### config.mk
export PLATFORM = sky130hd
export DESIGN_NAME = uart_tx_cfg
export DESIGN_NICKNAME = d
export VERILOG_FILES = /design/src/rtl/uart_pkg.sv /design/src/rtl/uart_baud_cnt.sv /design/src/rtl/uart_tx_cfg.sv
export SDC_FILE = /design/constraint.sdc
export NUM_CORES = 1
export LEC_CHECK = 0
export ABC_CLOCK_PERIOD_IN_PS = 3600
export BUFFER_PORTS_ARGS = -buffer_cell sky130_fd_sc_hd__buf_2
export CAP_MARGIN = 40
export CORE_AREA = 4 4 57 59
export CTS_BUF_LIST = sky130_fd_sc_hd__clkbuf_8 sky130_fd_sc_hd__clkbuf_16
export DETAILED_ROUTE_END_ITERATION = 12
export DIE_AREA = 0 0 61 63
export PLACE_DENSITY = 0.8
export REMOVE_ABC_BUFFERS = 1
export SKIP_CTS_REPAIR_TIMING = 1
export SLEW_MARGIN = 20
export SYNTH_ARGS = -nofsm -noshare
export SYNTH_HDL_FRONTEND = slang
export SYNTH_HIERARCHICAL = 1
export SYNTH_SLANG_ARGS = --single-unit
### constraint.sdc
create_clock -name clk -period 3.6 [get_ports clk]
set_input_delay 0.18 -clock clk [delete_from_list [all_inputs] [get_ports clk]]
set_output_delay 0.18 -clock clk [all_outputs]
set_load 0.05 [all_outputs]
### src/rtl/uart_pkg.sv
// rtl/uart_pkg.sv - parity modes, tx state encoding and width helper shared by the UART blocks
package uart_pkg;

    localparam int PAR_NONE = 0;
    localparam int PAR_ODD  = 1;
    localparam int PAR_EVEN = 2;

    typedef enum logic [2:0] {
        ST_IDLE   = 3'd0,
        ST_START  = 3'd1,
        ST_DATA   = 3'd2,
        ST_PARITY = 3'd3,
        ST_STOP   = 3'd4
    } tx_state_t;

    // Never returns less than 1 so a counter for a count of 1 still has a bit.
    function automatic int clog2(input int value);
        int w;
        w = 1;
        for (int i = 1; i < 31; i++) begin
            if ((1 << i) < value) begin
                w = i + 1;
            end
        end
        return w;
    endfunction

endpackage

### src/rtl/uart_baud_cnt.sv
// rtl/uart_baud_cnt.sv - bit-period counter; bit_end marks the last clk of each bit period
module uart_baud_cnt
    import uart_pkg::*;
#(
    parameter int CLKS_PER_BIT = 868
) (
    input  logic clk,
    input  logic areset_n,
    input  logic clear,
    input  logic run,
    output logic bit_end
);

    localparam int                CNT_W = clog2(CLKS_PER_BIT);
    localparam logic [CNT_W-1:0] LAST  = CNT_W'(CLKS_PER_BIT - 1);

    logic [CNT_W-1:0] r_cnt;

    assign bit_end = run && (r_cnt == LAST);

    // Held at zero while stopped so the first bit after a start is full length.
    always_ff @(posedge clk or negedge areset_n) begin
        if (!areset_n) begin
            r_cnt <= '0;
        end else if (clear || !run || bit_end) begin
            r_cnt <= '0;
        end else begin
            r_cnt <= r_cnt + 1'b1;
        end
    end

endmodule

### src/rtl/uart_tx_cfg.sv
// rtl/uart_tx_cfg.sv - configurable UART transmitter with valid/ready intake and sync abort
module uart_tx_cfg
    import uart_pkg::*;
#(
    parameter int CLKS_PER_BIT = 868,
    parameter int DATA_BITS    = 8,
    parameter int PARITY       = 0,
    parameter int STOP_BITS    = 1
) (
    input  logic                 clk,
    input  logic                 areset_n,
    input  logic                 clr,
    input  logic [DATA_BITS-1:0] s_data,
    input  logic                 s_valid,
    output logic                 s_ready,
    output logic                 tx,
    output logic                 busy,
    output logic                 done
);

    localparam int               BIT_W     = clog2(DATA_BITS);
    localparam logic [BIT_W-1:0] LAST_BIT  = BIT_W'(DATA_BITS - 1);
    localparam logic             LAST_STOP = 1'(STOP_BITS - 1);

    tx_state_t            r_state;
    logic [DATA_BITS-1:0] r_shift;
    logic                 r_parity;
    logic [BIT_W-1:0]     r_bit_cnt;
    logic                 r_stop_cnt;
    logic                 r_tx;
    logic                 r_busy;
    logic                 r_done;

    logic w_accept;
    logic w_bit_end;
    logic w_run;

    assign s_ready  = (r_state == ST_IDLE) && !clr;
    assign w_accept = s_valid && s_ready;
    assign w_run    = (r_state != ST_IDLE);

    assign tx   = r_tx;
    assign busy = r_busy;
    assign done = r_done;

    uart_baud_cnt #(
        .CLKS_PER_BIT(CLKS_PER_BIT)
    ) u_baud_cnt (
        .clk     (clk),
        .areset_n(areset_n),
        .clear   (clr || w_accept),
        .run     (w_run),
        .bit_end (w_bit_end)
    );

    always_ff @(posedge clk or negedge areset_n) begin
        if (!areset_n) begin
            r_state    <= ST_IDLE;
            r_shift    <= '0;
            r_parity   <= 1'b0;
            r_bit_cnt  <= '0;
            r_stop_cnt <= 1'b0;
            r_tx       <= 1'b1;
            r_busy     <= 1'b0;
            r_done     <= 1'b0;
        end else if (clr) begin
            r_state    <= ST_IDLE;
            r_shift    <= '0;
            r_parity   <= 1'b0;
            r_bit_cnt  <= '0;
            r_stop_cnt <= 1'b0;
            r_tx       <= 1'b1;
            r_busy     <= 1'b0;
            r_done     <= 1'b0;
        end else begin
            r_done <= 1'b0;
            case (r_state)
                ST_IDLE: begin
                    if (w_accept) begin
                        r_shift    <= s_data;
                        r_parity   <= (PARITY == PAR_ODD) ? ~^s_data : ^s_data;
                        r_bit_cnt  <= '0;
                        r_stop_cnt <= 1'b0;
                        r_tx       <= 1'b0;
                        r_busy     <= 1'b1;
                        r_state    <= ST_START;
                    end
                end
                ST_START: begin
                    if (w_bit_end) begin
                        r_tx      <= r_shift[0];
                        r_bit_cnt <= '0;
                        r_state   <= ST_DATA;
                    end
                end
                ST_DATA: begin
                    if (w_bit_end) begin
                        // r_shift[1] is the bit that becomes the LSB after this shift.
                        if (r_bit_cnt != LAST_BIT) begin
                            r_shift   <= r_shift >> 1;
                            r_tx      <= r_shift[1];
                            r_bit_cnt <= r_bit_cnt + 1'b1;
                        end else if (PARITY != PAR_NONE) begin
                            r_tx    <= r_parity;
                            r_state <= ST_PARITY;
                        end else begin
                            r_tx       <= 1'b1;
                            r_stop_cnt <= 1'b0;
                            r_state    <= ST_STOP;
                        end
                    end
                end
                ST_PARITY: begin
                    if (w_bit_end) begin
                        r_tx       <= 1'b1;
                        r_stop_cnt <= 1'b0;
                        r_state    <= ST_STOP;
                    end
                end
                ST_STOP: begin
                    if (w_bit_end) begin
                        if (r_stop_cnt != LAST_STOP) begin
                            r_stop_cnt <= 1'b1;
                        end else begin
                            r_stop_cnt <= 1'b0;
                            r_busy     <= 1'b0;
                            r_done     <= 1'b1;
                            r_state    <= ST_IDLE;
                        end
                    end
                end
                default: begin
                    r_tx    <= 1'b1;
                    r_busy  <= 1'b0;
                    r_state <= ST_IDLE;
                end
            endcase
        end
    end

endmodule

==> impl_metrics.env, run 1 <==
export IMPL_slew_headroom_pct=59.6
export IMPL_yosysTopAreaCellShare_pct=45.2
export IMPL_cts_tree="done"
export IMPL_busiest_layer="met2"
export IMPL_worstSetupStartpointType="flip-flop"
export IMPL_ant_nets=0
export IMPL_groute_usage_overall_pct=15.3
export IMPL_insertion_delay_ps=260
export IMPL_tns_ps=0
export IMPL_yosysMostFrequentCell="dfrtp_1"
export IMPL_drt_wl_total_um=2630
export IMPL_area_growth_pct=9.47
export IMPL_hp_class="input pin to flip-flop"
export IMPL_final_util_pct=58.2
export IMPL_final_fill_count=239
export IMPL_finalMaxSlewViolations=0
export IMPL_cts_num_sinks=27
export IMPL_ir_drop_v=0.000282
export IMPL_synth_largest_area_cell="dfrtp_1"
export IMPL_cp_required_ps=3770
export IMPL_fmax_mhz=415
export IMPL_synth_commonest_cells="dfrtp_1, nor2_1, a21oi_1, mux2i_1, nand3_1"
export IMPL_drc_errors=0
export IMPL_numCtsBuffers=3
export IMPL_grt_pass1_vias=1053
export IMPL_synth_area_per_cell_um2=10.3
export IMPL_grt_max_degree=28
export IMPL_regArea_um2=677
export IMPL_setup_viol=0
export IMPL_netlist_area_mm2=0.00144
export IMPL_coreArea_mm2=0.00271
export IMPL_power_mw=0.554
export IMPL_met3_usage_pct=2.48
export IMPL_cts_root_buf="clkbuf_8"
export IMPL_met2_usage_pct=25.3
export IMPL_rows=19
export IMPL_die_w_um=61
export IMPL_drv_cap=0
export IMPL_finalNonFillerCells=186
export IMPL_clockBufferDepth=2
export IMPL_period_minus_slack_ps=2410
export IMPL_max_slew_worst_pin_slew_ps=606
export IMPL_worst_setup_path_type="flip-flop to flip-flop"
export IMPL_leakage_nw=0.668
export IMPL_async_flop_share_pct=100
export IMPL_grt_pass1_wl_um=4550
export IMPL_hpwl_um=1870
export IMPL_synthCells=140
export IMPL_final_nets=171
export IMPL_placed_cells=181
export IMPL_drt_initial_drc_count=52
export IMPL_antenna_found_initial=0
export IMPL_clk_pin_slew_ps=90
export IMPL_synthTopCellsByArea="dfrtp_1, mux2i_1, nor2_1"
export IMPL_dieArea_mm2=0.00384
export IMPL_ys_seq_elements=27
export IMPL_multiInputGateArea_um2=704
export IMPL_num_vias=1073
export IMPL_seq_area_frac_synth_pct=47.0
export IMPL_layout_drive_gt1_share_pct=19.4
export IMPL_cts_max_level=1
export IMPL_die_h_um=63
export IMPL_port_buffers=15
export IMPL_vias_per_cell=5.77
export IMPL_yosys_warnings=6
export IMPL_skew_ps=2.85
export IMPL_ios=16
export IMPL_gp_congestion=0.797
export IMPL_drt_pass1_iter_count=5
export IMPL_holdWs_ps=183
export IMPL_outcome="finished clean"
export IMPL_synth_cell_type_count=39
export IMPL_crit_arrival_ps=2590
export IMPL_start_util_pct=53.1
export IMPL_globalRouteMet1Util_pct=19.4
export IMPL_hold_violations=0
export IMPL_gr_total_overflow=0
export IMPL_antenna_cells=0
export IMPL_wl_per_cell_um=14.1
export IMPL_critPathMaxFanout=16
export IMPL_critPathCaptureType="flip-flop"
export IMPL_dominantRegCellSynth="dfrtp_1"
export IMPL_rsz0062_at_grt="no"
export IMPL_finalCritPeriodShare_pct=67.0
export IMPL_synth_edf_count=0
export IMPL_p_per_area_mw_per_mm2=352
-- metrics by stage --
| stage | cell area [um^2] | setup slack (ps) |
|---|---|---|
| after floorplan | 1390 | 1010 |
| after global placement | 1520 | 1290 |
| after detailed placement | 1520 | 1200 |
| after CTS | 1570 | 1180 |
| after global routing | 1580 | 929 |
| final | 1580 | 1190 |
-- metal layers --
layer / part of all wire [%] / routed length [um]
met1: 44 / 1150
met2: 52 / 1370
met3: 3.4 / 89
met4: 0.87 / 23
met5: 0 / 0
-- where the power goes --
part | switching (mW) | leakage (nW) | internal, mW
Sequential | 0.00807 | 0.364 | 0.314
Combinational | 0.0426 | 0.277 | 0.0248
Clock | 0.0880 | 0.0269 | 0.0763
-- cells in the final DEF (no fill, tap or decap), types with 2 or more instances in the layout --
cell type / instances
a211oi_1: 5
a211oi_2: 2
a21oi_1: 9
a22o_1: 2
buf_2: 15
buf_4: 2
clkbuf_8: 3
dfrtp_1: 26
ha_1: 3
inv_1: 4
mux2_2: 3
mux2i_1: 8
nand2_1: 4
nand2b_1: 4
nand3_1: 8
nor2_1: 16
nor2b_1: 2
nor3_1: 4
nor3b_1: 2
o21ai_0: 7
o31ai_1: 2
or3_1: 5
or4_1: 2
xor2_1: 2
-- cell families (layout without fill, tap and decap cells) --
kind of cell    count (synthesis)  in the layout  synth area share [%]
simple gates                   54             54                  20.0
compound gates                 32             32                  16.6
flops                          27             27                  47.0
mux                            11             11                  7.91
buf+inv                        10             25                  4.08
fa+ha+maj                       3              3                  2.61
xor+xnor                        3              3                  1.82
-- cell type report --
class	count	share of cell area [%]
multi-input cells	103	44.7
flip-flops and latches	27	42.9
repair buffers	18	6.35
clock buffers	3	2.62
well taps	31	2.46
inverters	3	0.714
clock inverters	1	0.238
-- sequential cells by signal (all words and copies together), names as in the netlist --
register	flops
busy	1
tx	1
r_bit_cnt	3
done	1
r_state	3
r_shift	8
u_baud_cnt/r_cnt	10
-- critical path, cell delays in order (launching register included) --
cell and delay (ps):
dfrtp_1 430, or4_4 560, nor4_1 250, buf_4 200, nand3b_1 160, a21oi_4 420, nor2_1 80, a211oi_1 230
-- final timing paths --
path,start,to,slack [ps],cells past startpoint
max in group asynchronous,areset_n,u_baud_cnt/r_cnt[0],2760,2
min in group asynchronous,areset_n,busy,450,2
worst max register to register,u_baud_cnt/r_cnt[3],r_shift[0],1190,7
worst max-delay path,u_baud_cnt/r_cnt[3],r_shift[0],1190,7
worst min-delay path,s_data[7],r_shift[7],180,3
worst min register to register,r_bit_cnt[1],r_bit_cnt[1],530,1
(Power assumes the default switching activity.)
==> run 2: changes to the inputs <==
ABC_AREA = 1   (was unset)
ABC_CLOCK_PERIOD_IN_PS = 2300   (was 3600)
CORE_AREA = 4 4 62 64   (was 4 4 57 59)
DIE_AREA = 0 0 66 68   (was 0 0 61 63)
clock period = 2.3 ns   (was 3.6 ns; I/O delays follow)
==> run 2 against run 1 <==
Against the previous run: first-iteration DRC count rose to 2.5 times the previous value; utilization fell by 0.42 points; cell count up 69%; combinational power increased to 15 times the previous value; sequential share of layout area decreased by 7.3 points; critical endpoint unchanged; largest power group is now combinational cells.
==> impl_metrics.env, run 2 <==
export IMPL_outcome="finished clean"
export IMPL_synthCells=252
export IMPL_max_slew_worst_pin_slew_ps=604
export IMPL_antenna_found_initial=0
export IMPL_skew_ps=1.90
export IMPL_die_h_um=68
export IMPL_critPathMaxFanout=9
export IMPL_cp_cell_sequence="nor2_4 -> nand2_2 -> inv_1 -> nor2_1 -> nand3_1 -> nor3_1 -> nor2_2 -> nand3_1 -> nand2_1 -> inv_2 -> nand2_4 -> nand2_1 -> nand2_1"
export IMPL_cts_root_buf="clkbuf_8"
export IMPL_hpwl_um=2550
export IMPL_die_w_um=66
export IMPL_antenna_cells=0
export IMPL_synth_xor_area_share_pct=2.01
export IMPL_start_util_pct=53.1
export IMPL_yosysMostFrequentCell="nand2_1"
export IMPL_synthTopCellsByArea="dfrtp_1, nand2_1, nor2_1"
export IMPL_synth_largest_area_cell="dfrtp_1"
export IMPL_ys_seq_elements=27
export IMPL_design_area_mm2=0.00190
export IMPL_worstSetupStartpointType="flip-flop"
export IMPL_regMostFlops="u_baud_cnt/r_cnt"
export IMPL_setup_viol=0
export IMPL_synth_area_per_cell_um2=6.92
export IMPL_num_vias=1552
export IMPL_cts_num_sinks=27
export IMPL_crit_arrival_ps=2190
export IMPL_synth_compound_area_share_pct=2.08
export IMPL_rsz0062_at_grt="no"
export IMPL_finalMaxSlewViolations=0
export IMPL_worstSetupStartpoint="r_state[1]"
export IMPL_cts_max_level=1
export IMPL_ios=16
export IMPL_rows=21
export IMPL_async_flop_share_pct=100
export IMPL_netlist_area_mm2=0.00174
export IMPL_period_minus_slack_ps=2010
export IMPL_ir_drop_v=0.000410
export IMPL_numCtsBuffers=3
export IMPL_muxShareOfSynthArea_pct=0
export IMPL_grt_pass1_wl_um=6200
export IMPL_worst_setup_path_type="flip-flop to flip-flop"
export IMPL_placed_cell_area_mm2=0.00184
export IMPL_cts_tree="done"
export IMPL_synth_adder_area_share_pct=2.15
export IMPL_gr_total_overflow=0
export IMPL_p_per_area_mw_per_mm2=1030
export IMPL_final_cell_mix="nand2_1, nor2_1, inv_1, nand3_1, dfrtp_1"
export IMPL_hold_violations=0
export IMPL_synth_commonest_cells="nand2_1, nor2_1, inv_1, nand3_1, dfrtp_1"
export IMPL_yosys_warnings=6
export IMPL_synth_edf_count=0
export IMPL_seq_area_frac_synth_pct=38.8
export IMPL_tns_ps=0
export IMPL_fmax_mhz=497
export IMPL_synth_cell_type_count=28
export IMPL_wl_per_cell_um=10.9
export IMPL_vias_per_cell=4.94
export IMPL_cpPeakStageDelay_ps=550
export IMPL_drc_errors=0
export IMPL_crit_buf_inv=2
export IMPL_path_depth=13
export IMPL_ff2ff_path_depth=13
export IMPL_grt_max_degree=28
export IMPL_clk_pin_slew_ps=90
export IMPL_drt_wl_total_um=3430
export IMPL_yosys_area_share_simple_pct=45.2
export IMPL_final_fill_count=324
export IMPL_gp_congestion=0.917
export IMPL_drv_cap=0
export IMPL_finalCritPeriodShare_pct=87.5
export IMPL_slowest_stage="dfrtp_1"
export IMPL_slew_headroom_pct=59.8
export IMPL_port_buffers=15
export IMPL_drt_pass1_iter_count=4
export IMPL_holdCritStartpoint="s_valid"
export IMPL_drt_initial_drc_count=132
export IMPL_yosysTopAreaCellShare_pct=37.3
export IMPL_synth_top_family_by_area="simple AND/OR/NAND/NOR gates"
export IMPL_final_nets=284
export IMPL_dominantRegCellSynth="dfrtp_1"
export IMPL_cp_top_family="simple AND/OR/NAND/NOR gates"
export IMPL_hp_class="input pin to flip-flop"
export IMPL_final_util_pct=57.8
export IMPL_largest_register_ffs=10
export IMPL_critPathCaptureType="flip-flop"
export IMPL_leakage_nw=1.06
export IMPL_area_growth_pct=8.75
export IMPL_dieArea_mm2=0.00449
export IMPL_coreArea_mm2=0.00328
export IMPL_layout_drive_gt1_share_pct=18.3
export IMPL_insertion_delay_ps=270
export IMPL_hold_path_depth=3
export IMPL_cpMostUsedCell="nand2_1"
export IMPL_grt_pass1_vias=1456
export IMPL_groute_usage_overall_pct=17.7
export IMPL_clockBufferDepth=2
export IMPL_cp_required_ps=2470
export IMPL_ant_nets=0
export IMPL_rr_startpoint="r_state[1]"
export IMPL_layout_commonest_cell="nand2_1"
export IMPL_largestRegisters="u_baud_cnt/r_cnt: 10 flops, r_shift: 8 flops"
## run 2: cell types whose count changed after synthesis, sizes merged, moves of 4 or more
cell    change
a21oi       -9
nand3      +22
or3         -5
nor2       +36
nand2b      -4
a211oi      -7
inv        +33
mux2i       -8
nand2      +77
## run 2: path summary, 6_finish.rpt
path | end | slack (ps)
worst min register to register | tx | 480
worst max register to register | r_shift[0] | 290
worst max-delay path | r_shift[0] | 290
max in group asynchronous | u_baud_cnt/r_cnt[1] | 1540
min in group asynchronous | r_shift[2] | 380
worst min-delay path | r_state[0] | 80
## run 2: final cells by class
cell class	count	area [um^2]	area share (%)
multi-input combinational	185	897	47.3
sequential	27	677	35.7
inverter	36	135	7.12
timing repair buffer	16	85.1	4.49
tap	46	57.6	3.03
clock buffer	3	41.3	2.18
clock inverter	1	3.75	0.198
## run 2: kinds of logic after synthesis
logic type,after synthesis
buffers and inverters,40
DFF,27
and+or+nand+nor,172
AOI/OAI and AO/OA,6
adders and majority gates,3
xor gates and xnor gates,4
## run 2: report_power, final
part	internal, mW	leakage, nW	switching, mW	total (mW)
sequential	0.593	0.363	0.111	0.704
clock	0.120	0.0269	0.144	0.264
combinational	0.288	0.670	0.691	0.979
total	1.00	1.06	0.946	1.95
## run 2: routing by layer
metal / global-route usage [%] / wire length [um] / up-vias / share of wire (%)
met2: 29.0 / 1550 / 44 / 45
met3: 3.61 / 222 / 5 / 6.5
met1: 23.0 / 1610 / 692 / 47
li1: - / - / 811 / -
met5: 0 / 0 / - / 0
met4: 6.60 / 50 / 0 / 1.5
## run 2: per-stage QoR
step           total power [mW]  std cells  hold slack [ps]  worst slack [ps]
2_1_floorplan              1.47        248             -181               589
3_3_place_gp               1.67        309              156               426
3_5_place_dp               1.68        309              162               338
4_1_cts                    1.96        313             -148               324
5_1_grt                    2.14        314             83.3              74.0
6_report                   1.95        314             79.7               287
## run 2: worst reg2reg max path: cells and delay by family, from the launching register on
family        cells  cell delay, ps
buf+inv           2             200
flops             1             550
simple gates     11            1160
==> run 3: changes to the inputs <==
ABC_CLOCK_PERIOD_IN_PS = 1700   (was 2300)
CORE_AREA = 4 4 63 65   (was 4 4 62 64)
DIE_AREA = 0 0 67 69   (was 0 0 66 68)
PLACE_DENSITY = 0.81   (was 0.8)
clock period = 1.7 ns   (was 2.3 ns; I/O delays follow)
==> run 3 against run 2 <==
Against the previous run: highest routed layer unchanged; die area up 3.0%; maximum frequency up 21%; register-to-register slack worse by 250 ps; sequential cell count unchanged; routed wire length up 8.4%; cell area up 7.7%; cell count up 4.5%; sequential power up 28%; worst hold slack worse by 14 ps.
==> impl_metrics.env, run 3 (synthesized netlist as in run 2, its figures left out) <==
export IMPL_placed_cell_area_mm2=0.00192
export IMPL_critPathCaptureType="flip-flop"
export IMPL_p_switching_mw=1.39
export IMPL_leakage_nw=1.14
export IMPL_p_per_area_mw_per_mm2=1440
export IMPL_largestRegisters="u_baud_cnt/r_cnt: 10 flops, r_shift: 8 flops"
export IMPL_cp_cell_sequence="nor2_4 -> nand2_2 -> inv_2 -> nor2_1 -> nand3_1 -> nor3_2 -> nor2_2 -> nand3_2 -> nand2_2 -> inv_4 -> buf_6 -> nand3b_1 -> nand2_1"
export IMPL_seq_power_share_pct=30.7
export IMPL_groute_usage_overall_pct=17.2
export IMPL_vias_per_cell=4.94
export IMPL_outcome="finished clean"
export IMPL_max_slew_worst_pin_slew_ps=616
export IMPL_grt_pass1_vias=1529
export IMPL_clk_pin_slew_ps=90
export IMPL_worst_setup_path_type="flip-flop to flip-flop"
export IMPL_grt_max_degree=28
export IMPL_final_cell_mix="nand2_1, nor2_1, inv_1, dfrtp_1, nand3_1"
export IMPL_area_growth_pct=17.1
export IMPL_ff2ff_path_depth=13
export IMPL_p_sw_share_pct=47.3
export IMPL_finalMaxSlewViolations=0
export IMPL_numCtsBuffers=3
export IMPL_internal_power_mw=1.55
export IMPL_grt_pass1_wl_um=6370
export IMPL_fmax_mhz=601
export IMPL_period_minus_slack_ps=1660
export IMPL_rsz0062_at_grt="yes"
export IMPL_layout_drive_gt1_share_pct=26.2
export IMPL_ant_nets=0
export IMPL_worstReg2RegEnd="r_shift[7]"
export IMPL_rows=21
export IMPL_cts_tree="done"
export IMPL_worstSetupStartpoint="r_state[0]"
export IMPL_die_h_um=69
export IMPL_setup_viol=0
export IMPL_critPathMaxFanout=6
export IMPL_num_vias=1621
export IMPL_cpPeakStageDelay_ps=420
export IMPL_regMostFlops="u_baud_cnt/r_cnt"
export IMPL_coreArea_mm2=0.00334
export IMPL_endpoint="r_shift[7]"
export IMPL_hp_class="input pin to flip-flop"
export IMPL_rrSetupSlack_ps=40
export IMPL_hpwl_um=2660
export IMPL_finalNonFillerCells=328
export IMPL_design_area_mm2=0.00204
export IMPL_skew_ps=3.73
export IMPL_worstSetupStartpointType="flip-flop"
export IMPL_placed_cells=320
export IMPL_antenna_cells=0
export IMPL_wl_per_cell_um=11.3
export IMPL_slowest_stage="dfrtp_1"
export IMPL_p_comb_share_pct=56.7
export IMPL_drt_wl_total_um=3720
export IMPL_cts_num_sinks=27
export IMPL_layout_commonest_cell="nand2_1"
export IMPL_largest_register_ffs=10
export IMPL_ios=16
export IMPL_slew_headroom_pct=58.9
export IMPL_ir_drop_v=0.000539
export IMPL_gr_total_overflow=0
export IMPL_cts_max_level=1
export IMPL_clockBufferDepth=2
export IMPL_finalCritPeriodShare_pct=97.8
export IMPL_drt_pass1_iter_count=4
export IMPL_hold_violations=0
export IMPL_cts_root_buf="clkbuf_8"
export IMPL_crit_arrival_ps=1840
export IMPL_port_buffers=15
export IMPL_start_util_pct=52.3
export IMPL_final_nets=298
export IMPL_cp_required_ps=1880
export IMPL_insertion_delay_ps=280
export IMPL_gp_congestion=0.898
export IMPL_holdWs_ps=65.9
export IMPL_power_frac_clock_pct=12.6
export IMPL_dieArea_mm2=0.00462
export IMPL_antenna_found_initial=0
export IMPL_drc_errors=0
export IMPL_drt_initial_drc_count=130
export IMPL_tns_ps=0
export IMPL_die_w_um=67
export IMPL_cpMostUsedCell="nand2_2"
export IMPL_rr_startpoint="r_state[0]"
export IMPL_drv_cap=0
-- run 3: changes by cell type in the layout (fill, tap and decap cells not counted), moves of 2 or more --
cell / before / now
buf_4: 0 / 13
nand2_1: 71 / 67
nand2_2: 8 / 12
nand3_1: 27 / 24
nand3_2: 2 / 5
nor2_1: 45 / 43
nor2_2: 5 / 7
-- run 3: power by group through the flow --
stage	registers [mW]	logic [mW]	clock network [mW]
2_1_floorplan	1.02	0.977	0
3_3_place_gp	0.907	1.48	0
3_5_place_dp	0.910	1.51	0
4_1_cts	0.898	1.51	0.377
5_1_grt	0.919	1.87	0.397
6_report	0.901	1.67	0.369
-- run 3: critical path: cells and delay by family, from the launching register on --
| kind | cells | cell delay [ps] |
|---|---|---|
| DFF | 1 | 420 |
| and+or+nand+nor | 10 | 890 |
| buffers and inverters | 3 | 230 |
-- run 3: final cells by class --
class	count	area (um^2)
fill	318	1290
inverter	36	138
sequential	27	677
tap	46	57.6
timing repair buffer	30	194
clock buffer	3	41.3
clock inverter	1	3.75
multi-input combinational	185	932
-- run 3: worst min-delay path by stage --
| stage | start | endpoint | slack [ps] | cells after the start |
|---|---|---|---|---|
| after floorplan | areset_n | busy | -210 | 0 |
| after global placement | areset_n | r_shift[4] | 130 | 1 |
| after detailed placement | areset_n | r_shift[3] | 130 | 1 |
| after CTS | areset_n | r_shift[0] | -170 | 1 |
| after global routing | s_valid | r_state[0] | 60 | 3 |
| final | s_valid | r_state[0] | 70 | 3 |
-- run 3: stage by stage --
step           setup WS [ps]  total power [mW]  utilization (%)
3_5_place_dp            10.8              2.42             57.7
6_report                36.8              2.94             61.2
5_1_grt                 -117              3.18             61.2
2_1_floorplan          -11.4              1.99                -
3_3_place_gp            51.4              2.39             57.7
4_1_cts                -15.8              2.79             59.0
-- run 3: per-layer routing --
metal	share of wire, %	vias to the layer above	track usage, %
met5	0	-	0
met4	1.6	0	6.08
met3	6.0	7	3.08
met2	46	55	27.9
met1	46	723	22.5
li1	-	836	-
